### config.mk
export PLATFORM = sky130hd
export DESIGN_NAME = stopwatch_controller_flat
export DESIGN_NICKNAME = d
export VERILOG_FILES = /design/src/rtl/stopwatch_pkg.sv /design/src/rtl/stopwatch_controller_if.sv /design/src/rtl/bcd_time_step.sv /design/src/rtl/stopwatch_controller.sv /design/src/flat_wrapper.sv
export SDC_FILE = /design/constraint.sdc
export NUM_CORES = 1
export LEC_CHECK = 0
export ABC_AREA = 1
export BUFFER_PORTS_ARGS = -buffer_cell sky130_fd_sc_hd__clkbuf_2
export CAP_MARGIN = 10
export CORE_MARGIN = 2
export CORE_UTILIZATION = 50
export DETAILED_ROUTE_END_ITERATION = 10
export GPL_TIMING_DRIVEN = 0
export PLACE_DENSITY_LB_ADDON = 0.1
export SYNTH_ARGS = -nofsm -noshare
export SYNTH_HDL_FRONTEND = slang
export SYNTH_SLANG_ARGS = --single-unit
export TNS_END_PERCENT = 30
### constraint.sdc
create_clock -name CLK -period 6 [get_ports CLK]
set_input_delay 0.6 -clock CLK [delete_from_list [all_inputs] [get_ports CLK]]
set_output_delay 0.6 -clock CLK [all_outputs]
set_load 0.05 [all_outputs]
### src/rtl/stopwatch_pkg.sv
// Shared types and constants for the stopwatch controller: FSM states,
// BCD digit and time formats, and the limit helpers.
package stopwatch_pkg;

    typedef enum logic [1:0] {
        IDLE = 2'd0,
        RUN  = 2'd1,
        DONE = 2'd2
    } state_e;

    typedef logic [3:0] bcd_t;

    typedef struct packed {
        bcd_t m1;
        bcd_t m0;
        bcd_t s1;
        bcd_t s0;
    } time_t;

    localparam int SEC_MAX = 59;
    localparam int ADJ_MIN = 2;

    function automatic int bcd2_to_int(input bcd_t hi, input bcd_t lo);
        return 10 * int'(hi) + int'(lo);
    endfunction

    // Upper time limit MAX_MIN:59 as a BCD time value.
    function automatic time_t max_time(input int max_min);
        return {bcd_t'(max_min / 10), bcd_t'(max_min % 10),
                bcd_t'(SEC_MAX / 10), bcd_t'(SEC_MAX % 10)};
    endfunction

endpackage

### src/rtl/stopwatch_controller_if.sv
// Control/status bundle between the stopwatch controller and its user.
interface stopwatch_controller_if;

    logic        START_STOP;
    logic        CLR;
    logic        ADD2;
    logic        SUB2;
    logic        MODE;
    logic [15:0] TIME;
    logic        RUNNING;
    logic        DONE;
    logic        REJECT;

    modport master (
        output START_STOP, CLR, ADD2, SUB2, MODE,
        input  TIME, RUNNING, DONE, REJECT
    );

    modport slave (
        input  START_STOP, CLR, ADD2, SUB2, MODE,
        output TIME, RUNNING, DONE, REJECT
    );

endinterface

### src/rtl/bcd_time_step.sv
// Combinational one-second BCD step (up or down) with a flag that is set
// when the result sits on the count limit for that direction.
module bcd_time_step
    import stopwatch_pkg::*;
#(
    parameter int MAX_MIN = 59
) (
    input  time_t cur,
    input  logic  down,
    output time_t nxt,
    output logic  limit
);

    localparam time_t MAX_TIME = max_time(MAX_MIN);

    // NOTE: every output gets a default first so no path leaves it unassigned,
    // which would otherwise infer a latch.
    always_comb begin
        nxt   = cur;
        limit = 1'b0;
        if (!down) begin
            // Saturate at the limit so an adjusted-into-limit RUN never overflows.
            if (cur != MAX_TIME) begin
                if (cur.s0 != 4'd9) begin
                    nxt.s0 = cur.s0 + 4'd1;
                end else begin
                    nxt.s0 = 4'd0;
                    if (cur.s1 != 4'd5) begin
                        nxt.s1 = cur.s1 + 4'd1;
                    end else begin
                        nxt.s1 = 4'd0;
                        if (cur.m0 != 4'd9) begin
                            nxt.m0 = cur.m0 + 4'd1;
                        end else begin
                            nxt.m0 = 4'd0;
                            nxt.m1 = cur.m1 + 4'd1;
                        end
                    end
                end
            end
            limit = (nxt == MAX_TIME);
        end else begin
            if (cur != '0) begin
                if (cur.s0 != 4'd0) begin
                    nxt.s0 = cur.s0 - 4'd1;
                end else begin
                    nxt.s0 = 4'd9;
                    if (cur.s1 != 4'd0) begin
                        nxt.s1 = cur.s1 - 4'd1;
                    end else begin
                        nxt.s1 = 4'd5;
                        if (cur.m0 != 4'd0) begin
                            nxt.m0 = cur.m0 - 4'd1;
                        end else begin
                            nxt.m0 = 4'd9;
                            nxt.m1 = cur.m1 - 4'd1;
                        end
                    end
                end
            end
            limit = (nxt == '0);
        end
    end

endmodule

### src/rtl/stopwatch_controller.sv
// Stopwatch FSM (IDLE/RUN/DONE) with a one-second prescaler, BCD up/down
// counting and +/-2 minute adjustments.
module stopwatch_controller
    import stopwatch_pkg::*;
#(
    parameter int CLK_DIV = 50000000,
    parameter int MAX_MIN = 59
) (
    input  logic                         CLK,
    input  logic                         RST,
    stopwatch_controller_if.slave        bus
);

    localparam int    PW       = $clog2(CLK_DIV);
    localparam time_t MAX_TIME = max_time(MAX_MIN);

    state_e        state_q, state_d;
    time_t         time_q, time_d;
    logic [PW-1:0] presc_q, presc_d;
    logic          reject_q, reject_d;

    time_t step_nxt;
    logic  step_limit;

    bcd_time_step #(.MAX_MIN(MAX_MIN)) u_step (
        .cur   (time_q),
        .down  (bus.MODE),
        .nxt   (step_nxt),
        .limit (step_limit)
    );

    int    mins;
    logic  tick, adj_req, add_ok, sub_ok, adj_ok, start_blocked;
    time_t time_add, time_sub;

    always_comb begin
        mins    = bcd2_to_int(time_q.m1, time_q.m0);
        tick    = (state_q == RUN) && (presc_q == PW'(CLK_DIV - 1));
        adj_req = bus.ADD2 | bus.SUB2;
        add_ok  = (mins + ADJ_MIN) <= MAX_MIN;
        sub_ok  = mins >= ADJ_MIN;
        adj_ok  = (bus.ADD2 && !bus.SUB2 && add_ok) || (bus.SUB2 && !bus.ADD2 && sub_ok);
        start_blocked = (!bus.MODE && time_q == MAX_TIME) || (bus.MODE && time_q == '0);

        // Minutes +/-2 in BCD; seconds untouched.
        time_add = time_q;
        time_sub = time_q;
        if (time_q.m0 >= 4'd8) begin
            time_add.m0 = time_q.m0 - 4'd8;
            time_add.m1 = time_q.m1 + 4'd1;
        end else begin
            time_add.m0 = time_q.m0 + 4'd2;
        end
        if (time_q.m0 >= 4'd2) begin
            time_sub.m0 = time_q.m0 - 4'd2;
        end else begin
            time_sub.m0 = time_q.m0 + 4'd8;
            time_sub.m1 = time_q.m1 - 4'd1;
        end
    end

    always_comb begin
        state_d  = state_q;
        time_d   = time_q;
        presc_d  = presc_q;
        reject_d = adj_req && !adj_ok;

        if (state_q == RUN) begin
            presc_d = tick ? '0 : presc_q + PW'(1);
        end

        // Priority: CLR > adjustment > START_STOP > tick; lower events are dropped.
        if (bus.CLR) begin
            time_d  = '0;
            state_d = IDLE;
            presc_d = '0;
        end else if (adj_req) begin
            if (adj_ok) begin
                time_d = bus.ADD2 ? time_add : time_sub;
                if (state_q == DONE) begin
                    state_d = IDLE;
                end
            end
        end else if (bus.START_STOP) begin
            unique case (state_q)
                IDLE: begin
                    if (!start_blocked) begin
                        state_d = RUN;
                        presc_d = '0;
                    end
                end
                RUN:     state_d = IDLE;
                DONE:    state_d = IDLE;
                default: state_d = IDLE;
            endcase
        end else if (tick) begin
            time_d = step_nxt;
            if (step_limit) begin
                state_d = DONE;
            end
        end
    end

    // NOTE: sequential state uses non-blocking assignments so every flop
    // samples the pre-edge values regardless of statement order.
    always_ff @(posedge CLK) begin
        if (!RST) begin
            state_q  <= IDLE;
            time_q   <= '0;
            presc_q  <= '0;
            reject_q <= 1'b0;
        end else begin
            state_q  <= state_d;
            time_q   <= time_d;
            presc_q  <= presc_d;
            reject_q <= reject_d;
        end
    end

    assign bus.TIME    = time_q;
    assign bus.RUNNING = (state_q == RUN);
    assign bus.DONE    = (state_q == DONE);
    assign bus.REJECT  = reject_q;

endmodule

### src/flat_wrapper.sv
// flat-port wrapper written by rule: the top's interface ports become plain ports
module stopwatch_controller_flat import stopwatch_pkg::*;
#(
    parameter int CLK_DIV = 50000000,
    parameter int MAX_MIN = 59
)
  (CLK, RST, bus_START_STOP, bus_CLR, bus_ADD2, bus_SUB2, bus_MODE, bus_TIME, bus_RUNNING, bus_DONE, bus_REJECT);
  stopwatch_controller_if bus_i ();
  input  logic CLK;
  input  logic RST;
  input wire logic [$bits(bus_i.START_STOP)-1:0] bus_START_STOP;
  input wire logic [$bits(bus_i.CLR)-1:0] bus_CLR;
  input wire logic [$bits(bus_i.ADD2)-1:0] bus_ADD2;
  input wire logic [$bits(bus_i.SUB2)-1:0] bus_SUB2;
  input wire logic [$bits(bus_i.MODE)-1:0] bus_MODE;
  output wire logic [$bits(bus_i.TIME)-1:0] bus_TIME;
  output wire logic [$bits(bus_i.RUNNING)-1:0] bus_RUNNING;
  output wire logic [$bits(bus_i.DONE)-1:0] bus_DONE;
  output wire logic [$bits(bus_i.REJECT)-1:0] bus_REJECT;
  assign bus_i.START_STOP = bus_START_STOP;
  assign bus_i.CLR = bus_CLR;
  assign bus_i.ADD2 = bus_ADD2;
  assign bus_i.SUB2 = bus_SUB2;
  assign bus_i.MODE = bus_MODE;
  assign bus_TIME = bus_i.TIME;
  assign bus_RUNNING = bus_i.RUNNING;
  assign bus_DONE = bus_i.DONE;
  assign bus_REJECT = bus_i.REJECT;
  stopwatch_controller #(.CLK_DIV(CLK_DIV), .MAX_MIN(MAX_MIN)) u_core (.CLK(CLK), .RST(RST), .bus(bus_i));
endmodule
# Word-level counts from Yosys, hierarchy flattened
# Cells that the tools add are included.
# classes
n_lt_le_gt_ge	4
n_addsub	15
eq_ne	15
reduce_logical	29
bitwise_logic	4
mux	41
n_mul	1
# op_table
cell	count
16-bit two-way mux	10
26-bit two-way mux	6
4-bit two-way mux	12
32-bit by 3-bit adder with 32-bit output (second input constant)	1
32-bit by 5-bit adder with 32-bit output	1
16-bit by 15-bit equality test with 1-bit output (second input constant)	2
32-bit by 3-bit greater-or-equal comparator with 1-bit output (second input constant)	1
32-bit by 7-bit less-or-equal comparator with 1-bit output (second input constant)	1
16-bit logical NOT	2
26-bit by 1-bit adder with 26-bit output (second input constant)	1
26-bit equality test (second input constant)	1
12-bit two-way mux	2
4-bit by 1-bit adder with 4-bit output (second input constant)	4
2-bit two-way mux	8
8-bit two-way mux	2
16-bit by 15-bit inequality test with 1-bit output (second input constant)	1
16-bit nonzero test	1
4-bit by 1-bit subtractor with 4-bit output (second input constant)	4
4-bit nonzero test	3
5-bit AND reduction	2
1-bit logical AND	8
4-bit by 3-bit inequality test with 1-bit output (second input constant)	2
4-bit inequality test (second input constant)	2
3-bit by 4-bit multiplier with 7-bit output (first input constant)	1
21 further kinds	31
# word_totals
inputBits	7
register_bits	45

# Longest topological paths before layout
# Gate-level depths: netlist (run 1).
# logic_depth
depth_word	12
mapped_depth	18

# Hierarchy
# Synthesis (run 1) repeated with hierarchy kept, for this count alone.
# unflattened
cells_unflattened	690
hier_area_um2	4429.2
# modules_own_cells
module	cells_each	n_inst	area_per_inst_um2
stopwatch_controller	434	1	3079.2
bcd_time_step	256	1	1350.0

# Worst setup path before layout (run 1)
# Ideal clock, no wire load.
# synth_timing
path_kind	register -> register
startpoint	register u_core.time_q, in the netlist u_core.bus.TIME[15]
endpoint	register u_core.time_q, in the netlist u_core.bus.TIME[12]
setup_ns	0.113
setup_slack_ns	2.971
t_arrival_ns	2.916
n_path_buf	0
t_required_ns	5.887
path_stages_with_launch	16
cell_sequence	dfxtp_1 > ha_1 > ha_1 > fa_1 > nand2_1 > or2_0 > nand3b_1 > nand2_1 > nor2_1 > nand2_1 > nand2_1 > nand2_1 > nand2_2 > nand4_4 > nor2_1 > nor2_1
# synth_via
elab_chain_len	8
word_cells_on_any_way	20
classes_between	add/sub: 2; mul: 1; order compare: 2; eq/ne: 2; mux: 8; reduce/logical: 5
# synth_rtl
element	line_no	rtl
from (decl)	stopwatch_controller.sv:18	time_t time_q, time_d;
from (signal assigned)	stopwatch_controller.sv:114	time_q <= time_d;
3-bit by 4-bit multiplier with 7-bit output	stopwatch_pkg.sv:24	return 10 * int'(hi) + int'(lo);
32-bit by 5-bit adder with 32-bit output	stopwatch_pkg.sv:24	
32-bit by 3-bit adder with 32-bit output	stopwatch_controller.sv:40	add_ok = (mins + ADJ_MIN) <= MAX_MIN;
32-bit by 7-bit less-or-equal comparator with 1-bit output	stopwatch_controller.sv:40	
1-bit logical AND	stopwatch_controller.sv:42	adj_ok = (bus.ADD2 && !bus.SUB2 && add_ok) || (bus.SUB2 && !bus.ADD2 && sub_ok);
1-bit logical OR	stopwatch_controller.sv:42	
2-bit inequality test (no line)	--	
5-bit AND reduction (no line)	--	
# Parallel ways exist; a longest one is shown, timed or not. The select of a mux whose other input is x is not followed.
# A chain may end at the register's enable or synchronous reset.

# Worst setup path in the final report (run 1)
# layout_timing
startpoint	register u_core.time_q, in the netlist u_core.bus.TIME[13]
endpoint	register u_core.time_q, in the netlist u_core.bus.TIME[14]
# layout_via
elab_chain_len	10
word_cells_on_any_way	32
classes_between	add/sub: 4; mul: 1; order compare: 2; eq/ne: 2; mux: 18; reduce/logical: 5
# layout_rtl
element
parallel branches: the longest is 10 deep, another holds 32-bit by 5-bit adder with 32-bit output
# Parallel ways; which one is timed is not known. The select of a mux whose other input is x is not followed.

==> metrics.csv, run 1 <==
metric,value,unit
grt_pass1_wl,18.3,mm
drt-total-wl,10.8,mm
ys_warn_count,0,
power_density,169,nW/um^2
tns,0,ns
drive_above_1_share,15.7,%
pre_cts_slack,2.96,ns
grt_max_degree,18,
initial_core_util,52.2,%
ys_async_sr_fraction,0,%
status,"complete, no violations",
end_kind,flip-flop,
area_delta_synth_final,8.32,%
peakVddDrop,0.000117,V
syn-instance-count,631,
antenna_found_initial,0,
die_height,94.5,um
maxCapViolations,0,
finalCritPeriodShare,50.9,%
crit_type,flip-flop to flip-flop,
gr-total-overflow,0,
hpwl,8.46,mm
whs,0.487,ns
setup_ws,2.95,ns
fin_nets,691,
cts_root_buffer,clkbuf_8,
grt_usage,25.6,%
ys_ff_latch,45,
crit_start,u_core.bus.TIME[13],
cp.required,6.26,ns
grt_pass1_vias,3973,
switchingPower,0.288,mW
nFillCells,820,
wire_per_inst,14.1,um
cts_buffers,5,
synth-seq-area-share,22.0,%
diodes,0,
rrSetupSlack,2.95,ns
via_per_inst,5.52,
rows,32,
fin_area,4430,sq um
swShare,38.4,%
avgSynthCellArea,6.49,sq um
p_total,0.750,mW
final-setup-viol-count,0,
dieArea,8920,sq um
synth_nets,661,
routed-via-count,4215,
drc,0,
core_area,7850,sq um
cts_setup_buffers,0,
rsz0062_at_grt,no,
hold_class,flip-flop to flip-flop,
fin_cells,764,
cts_resized,0,
p_int,0.462,mW
reg2regPathDepth,16,
postLayoutCoreUtil,56.5,%
hold_buffers,0,
cts.htree.levels,2,
multi_input_area,2800,sq um
clockBufferDepth,2,
yosys_most_used_dff,dfxtp_1,
clock_sinks,45,
cp_max_fo,8,
skew,0.0131,ns
place_congestion,0.928,
combPwrFrac,29.9,%
synth_cell_types,52,
netlist_area,4090,sq um
fmax,0.328,GHz
drtPass1Iterations,6,
pwr-share-seq,41.7,%
tightest_slew,0.620,ns
first_iter_violations,196,
clk_pin_slew,0.11,ns
timing.rr.end,u_core.bus.TIME[14],
critPathLaunchType,flip-flop,
dp.cells,756,
leakagePower,2.02,nW
r2r-start,u_core.bus.TIME[13],
io_pins,26,
min_period,3.05,ns
ant_nets,0,
crit_arrival,3.32,ns
dpl_cell_area,4340,sq um
crit_path_end,u_core.bus.TIME[14],
maxSlewViolCount,0,
max_slew_margin,58.7,%
seqCellArea,901,sq um
synth_edf_count,0,
cts_tree,yes,
hold_viol,0,
power_frac_clock,28.5,%
port-buffer-count,23,
clk_latency,0.32,ns
die-width,94.5,um
flip-flops by register name, indices dropped and copies added, names as in the netlist:
register / count
u_core.presc_q: 26
u_core.state_q: 2
u_core.bus.TIME: 16
u_core.bus.REJECT: 1
synthesized netlist by cell type (all sizes together) (6+ instances only):
library cell  instances  area [sq um]
nor4                  7          56.3
inv                  80           300
xor2                 14           123
buf                   7          57.6
o211ai                6          45.0
xnor2                 7          61.3
ha                   21           263
nor3                 16           106
dfxtp                45           901
nand4                21           153
nand2               142           571
o21ai                38           201
nand3                51           328
a21oi                32           164
nor2                108           495
area by class of cell:
class / count / area share [%]
plain buffers: 11 / 1.64
clock buffers: 5 / 1.55
clock inverters: 3 / 0.649
inverters: 84 / 7.11
multi-input cells: 491 / 63.3
flip-flops and latches: 45 / 20.3
well taps: 102 / 2.88
repair buffers: 23 / 2.60
critical path, cell delays in order (launching register included):
cell,delay [ns]
dfxtp_1,0.55
ha_1,0.32
ha_1,0.22
fa_1,0.59
nand2_1,0.09
or2_0,0.22
nand3b_1,0.10
nand2_1,0.08
nor2_1,0.09
nand2_1,0.06
nand2_1,0.07
nand2_1,0.07
nand2_2,0.14
nand4_4,0.16
nand2_1,0.10
nand2_1,0.05
nor2_1,0.08
how the worst min path moves through the flow:
stage | slack [ns] | to | startpoint | cells past startpoint
finish | 0.49 | u_core.presc_q[20] | u_core.presc_q[20] | 2
global placement | 0.47 | u_core.presc_q[1] | u_core.presc_q[1] | 2
detailed placement | 0.48 | u_core.presc_q[20] | u_core.presc_q[20] | 2
CTS | 0.49 | u_core.presc_q[20] | u_core.presc_q[20] | 2
global route | 0.51 | u_core.presc_q[1] | u_core.presc_q[1] | 2
floorplan | 0.45 | u_core.presc_q[20] | u_core.presc_q[20] | 2
metal layers:
layer  track usage [%]  up-vias  share of wire, %
met5                 0        -                 0
met4              7.13        0               1.9
met3              3.11       18               3.2
met2              45.2       86                48
met1              32.7     1961                47
li1                  -     2150                 -
power groups by stage:
stage               registers [mW]  clock network [mW]  logic, mW
finish                       0.312               0.213      0.224
global route                 0.314               0.229      0.252
CTS                          0.312               0.221      0.221
detailed placement           0.319                   0      0.220
global placement             0.319                   0      0.218
floorplan                    0.330                   0      0.158
placed cells by master (no fill, tap or decap), types with 6 or more instances in the layout:
cell type / count
xor2_1: 14
o21ai_0: 26
nand4_1: 19
nand3_1: 41
nand2_1: 131
nand2_2: 9
inv_1: 65
dfxtp_1: 45
nor3_1: 12
nor2_1: 93
xnor2_1: 7
nor2_2: 8
clkbuf_2: 23
o211ai_1: 6
inv_2: 15
o21ai_1: 9
nand3_2: 7
ha_1: 21
a21oi_1: 31
kinds of logic after synthesis:
logic type,synth area share (%)
XOR/XNOR,4.49
AO/OA/AOI/OAI,13.2
AND/OR/NAND/NOR,43.4
buffers and inverters,9.48
flip-flops,22.0
adder cells (fa/ha/maj),7.40
(Power assumes the default switching activity.)
==> run 2, diff against run 1 <==
clock period = 2.64 ns   (was 6 ns; I/O delays follow)
==> run 2 against run 1 <==
Net effect:
- the run now ends with setup timing left
- largest cell class unchanged
- fmax rose by 14%
- routed wire length rose by 0.82%
- critical path type unchanged
- clock skew rose by 0.0038 ns
==> metrics.csv, run 2 (same netlist as run 1, synthesis figures left out) <==
metric,value,unit
status,"finished, violations left",
violations,setup timing,
crit_top_cell,nand2_1,
io_pins,26,
port-buffer-count,23,
critPathBufInv,0,
crit_slowest_cell,fa_2,
postLayoutCoreUtil,58.1,%
tns,-0.0727,ns
crit_type,flip-flop to flip-flop,
layout_commonest_cell,nand2_1,
clock_sinks,45,
die_height,94.5,um
drive_above_1_share,19.0,%
cts_tree,yes,
end_kind,flip-flop,
critPathLaunchType,flip-flop,
r2r-start,u_core.bus.TIME[15],
grt_max_degree,16,
max_slew_margin,59.9,%
reg2regPathDepth,16,
maxSlewViolCount,0,
initial_core_util,52.2,%
drtPass1Iterations,4,
final-setup-viol-count,4,
grt_pass1_wl,17.8,mm
drt-total-wl,10.9,mm
clk_pin_slew,0.11,ns
tightest_slew,0.601,ns
largest_register_ffs,26,
area_delta_synth_final,11.3,%
min_period,2.67,ns
finalCritPeriodShare,101,%
rows,32,
whs_endpoint,u_core.bus.REJECT,
wire_per_inst,14.1,um
ant_nets,0,
via_per_inst,5.48,
hold_viol,0,
cts_buffers,5,
cts.htree.levels,2,
antenna_found_initial,0,
fin_nets,699,
peakVddDrop,0.000234,V
drc,0,
die-width,94.5,um
largest-register,u_core.presc_q,
timing.rr.end,u_core.bus.TIME[14],
hold_start,RST,
skew,0.0169,ns
maxCapViolations,0,
fmax,0.374,GHz
pre_cts_slack,-0.158,ns
dieArea,8920,sq um
hpwl,8.32,mm
first_iter_violations,223,
rrSetupSlack,-0.03,ns
cts_root_buffer,clkbuf_8,
grt_usage,25.1,%
setup_ws,-0.0332,ns
power_density,375,nW/um^2
hold_class,input pin to flip-flop,
grt_pass1_vias,3812,
clockBufferDepth,2,
core_area,7850,sq um
clk_latency,0.32,ns
rsz0062_at_grt,yes,
most-common-layout-cells,"nand2_1 (128), nor2_1 (92), inv_1 (64)",
leakagePower,2.05,nW
whs,0.201,ns
gr-total-overflow,0,
hold_buffers,0,
crit_arrival,2.93,ns
cp.required,2.90,ns
path_cells,ha_4 -> ha_4 -> fa_2 -> nand2_2 -> or2_0 -> nand3b_1 -> nand2_1 -> nor2_1 -> nand2_1 -> nand2_1 -> nand2_2 -> nand2_4 -> nand4_4 -> nand2_1 -> nand2_1 -> nor2_1,
worst_path_largest_cell_delay,0.55,ns
place_congestion,0.963,
cp_max_fo,8,
diodes,0,
worstHoldPathCells,3,
routed-via-count,4232,
crit_family,simple AND/OR/NAND/NOR gates,
-- run 2: final cells by class --
cell class                      instances  area (sq um)
Buffer                                 11          72.6
Clock buffer                            5          68.8
Clock inverter                          3          21.3
Fill cell                             796          3290
Inverter                               84           319
Multi-Input combinational cell        491          2860
Sequential cell                        45           916
Tap cell                              102           128
Timing Repair Buffer                   31           175
-- run 2: timing repair --
item / 4_1_cts / 5_1_grt
cloned: 0 / 0
resized for setup: 5 / 6
setup buffers: 5 / 3
setup endpoints to repair: 9 / 21
pin swaps: 5 / 4
-- run 2: worst reg2reg max path, stage by stage (launching register included) --
cell and delay (ns):
dfxtp_4 0.37, ha_4 0.25, ha_4 0.16, fa_2 0.55
nand2_2 0.06, or2_0 0.20, nand3b_1 0.10, nand2_1 0.08
nor2_1 0.10, nand2_1 0.06, nand2_1 0.09, nand2_2 0.09
nand2_4 0.10, nand4_4 0.16, nand2_1 0.11, nand2_1 0.06
nor2_1 0.08
-- run 2: metrics by stage --
step           cells  total power [mW]  instance area [sq um]
2_1_floorplan    631              1.11                   4130
3_3_place_gp     756              1.22                   4370
3_5_place_dp     756              1.23                   4370
4_1_cts          769              1.69                   4520
5_1_grt          772              1.81                   4560
6_report         772              1.71                   4560
-- run 2: where the power goes --
group | total, mW | internal, mW | switching, mW | leakage (nW)
combinational | 0.543 | 0.178 | 0.365 | 1.64
clock | 0.464 | 0.189 | 0.275 | 0.0445
sequential | 0.703 | 0.687 | 0.0159 | 0.366
total | 1.71 | 1.05 | 0.656 | 2.05
-- run 2: worst max-delay path by stage --
stage                              startpoint                  end  slack (ns)  depth (start not counted)
after floorplan           u_core.bus.TIME[15]  u_core.bus.TIME[12]        0.01                         15
after global placement    u_core.bus.TIME[12]  u_core.bus.TIME[12]       -0.13                         15
after detailed placement  u_core.bus.TIME[12]  u_core.bus.TIME[12]       -0.16                         15
after CTS                 u_core.bus.TIME[15]  u_core.bus.TIME[12]       0.006                         16
after global routing      u_core.bus.TIME[15]  u_core.bus.TIME[14]       -0.17                         16
final                     u_core.bus.TIME[15]  u_core.bus.TIME[14]       -0.03                         16
-- run 2: routing by layer --
metal,wire [um],track usage (%),part of all wire (%)
met1,5110,34.0,47
met2,5180,43.3,48
met3,463,2.79,4.3
met4,131,4.83,1.2
met5,0,0,0
==> run 3, diff against run 2 <==
clock period = 2.4 ns   (was 2.64 ns; I/O delays follow)
==> run 3 against run 2 <==
Net effect:
- the run still ends with setup timing left
- clock-buffer cell count is the same
- final cell count shrank 0.26%
- register-to-register slack lost 0.15 ns
- power grew 9.2%
- non-clock buffer count shrank 2
- first-iteration DRC count grew 3.6%
- combinational power grew 12%
- clock power grew 5.4%
- critical path depth is the same
- die area is the same
- sequential cell count is the same
- critical path type unchanged
- largest cell class unchanged
- largest power group unchanged
==> metrics.csv, run 3 (same netlist as run 1, synthesis figures left out) <==
metric,value,unit
violations,setup timing,
tightest_slew,0.566,ns
drt-total-wl,10.8,mm
worstHoldPathCells,3,
diodes,0,
cp_max_fo,8,
multi_input_area,2900,sq um
place_congestion,0.944,
path_cells,ha_4 -> ha_4 -> fa_2 -> nand2_2 -> or2_0 -> nand3b_1 -> nand3_1 -> nand2_1 -> nand2_1 -> nand2_1 -> nand2_2 -> nand2_4 -> nand4_4 -> nand2_2 -> nand2_1 -> nor2_1,
hpwl,8.29,mm
maxSlewViolCount,0,
seqCellArea,917,sq um
die-width,94.5,um
grt_pass1_wl,18.1,mm
drive_above_1_share,20.2,%
first_iter_violations,231,
drc,0,
clk_latency,0.31,ns
hold_class,input pin to flip-flop,
port-buffer-count,23,
io_pins,26,
crit_arrival,2.83,ns
skew,0.0116,ns
cp.required,2.65,ns
fin_nets,697,
r2r-start,u_core.bus.TIME[13],
cts_buffers,5,
maxCapViolations,0,
cts_tree,yes,
initial_core_util,52.2,%
worst_path_largest_cell_delay,0.54,ns
leakagePower,2.06,nW
peakVddDrop,0.000269,V
finalCritPeriodShare,108,%
final-setup-viol-count,10,
wire_per_inst,14.0,um
ant_nets,0,
setup_ws,-0.182,ns
status,"finished, violations left",
fmax,0.387,GHz
nFillCells,789,
clockBufferDepth,2,
antenna_found_initial,0,
crit_type,flip-flop to flip-flop,
hold_viol,0,
grt_usage,25.3,%
pre_cts_slack,-0.338,ns
most-common-layout-cells,"nand2_1 (126), nor2_1 (90), inv_1 (61)",
cts.htree.levels,2,
layout_commonest_cell,nand2_1,
whs_endpoint,u_core.bus.REJECT,
rows,32,
critPathLaunchType,flip-flop,
clock_sinks,45,
dieArea,8920,sq um
rrSetupSlack,-0.18,ns
via_per_inst,5.53,
cts_root_buffer,clkbuf_8,
rsz0062_at_grt,yes,
hold_start,RST,
end_kind,flip-flop,
core_area,7850,sq um
drtPass1Iterations,5,
min_period,2.58,ns
crit_top_cell,nand2_1,
area_delta_synth_final,12.1,%
reg2regPathDepth,16,
clk_pin_slew,0.10,ns
largest_register_ffs,26,
crit_slowest_cell,fa_2,
timing.rr.end,u_core.bus.TIME[12],
power_density,407,nW/um^2
max_slew_margin,62.1,%
whs,0.168,ns
die_height,94.5,um
grt_pass1_vias,3883,
gr-total-overflow,0,
grt_max_degree,16,
routed-via-count,4260,
largest-register,u_core.presc_q,
run 3: cell types whose count changed in the layout (fill, tap and decap cells not counted), sizes merged:
cell and delta:
clkinvlp -1, buf -2, inv +1
run 3: final cells by class:
class	count	share of cell area (%)
plain buffers	11	1.58
multi-input cells	491	63.3
flip-flops and latches	45	20.0
clock buffers	5	1.50
clock inverters	3	0.464
repair buffers	29	3.49
well taps	102	2.78
inverters	84	6.93
run 3: how the worst max path moves through the flow:
stage	from	slack, ns	depth (start not counted)	to
2_1_floorplan	u_core.bus.TIME[15]	-0.21	15	u_core.bus.TIME[12]
6_report	u_core.bus.TIME[13]	-0.18	16	u_core.bus.TIME[12]
3_3_place_gp	u_core.bus.TIME[12]	-0.32	16	u_core.bus.TIME[12]
3_5_place_dp	u_core.bus.TIME[12]	-0.34	15	u_core.bus.TIME[13]
4_1_cts	u_core.bus.TIME[13]	-0.17	16	u_core.bus.TIME[12]
5_1_grt	u_core.bus.TIME[13]	-0.38	16	u_core.bus.TIME[12]
run 3: per-stage QoR:
step                instances  cell area, sq um  total power, mW  utilization [%]  TNS (ns)
floorplan                 631              4130             1.22                -     -1.70
CTS                       770              4530             1.87             57.8     -1.45
detailed placement        756              4380             1.35             55.8     -2.81
global placement          756              4380             1.34             55.8     -2.67
global route              770              4590             1.99             58.5     -3.64
finish                    770              4590             1.87             58.5     -1.51
run 3: timing repair:
item / in CTS / in global routing
pin swaps: 12 / 0
hold buffers: 0 / 0
gates resized for setup: 10 / 15
buffers inserted: 6 / 0
endpoints found under the setup margin: 19 / 30
run 3: report_power, final:
part           total, mW  internal [mW]  switching [mW]
clock              0.489          0.207           0.282
sequential         0.773          0.756          0.0169
combinational      0.607          0.199           0.408
run 3: worst max-delay path, delay by kind of cell (launching register included):
kind | cells | cell delay [ns]
fa+ha+maj | 3 | 0.94
flops | 1 | 0.37
simple gates | 13 | 1.21
run 3: per-layer routing:
layer	GRT usage [%]	vias up	wire length [um]
met2	42.5	119	5010
li1	-	2168	-
met1	34.3	1952	5050
met5	0	-	0
met3	3.11	21	512
met4	7.13	0	238
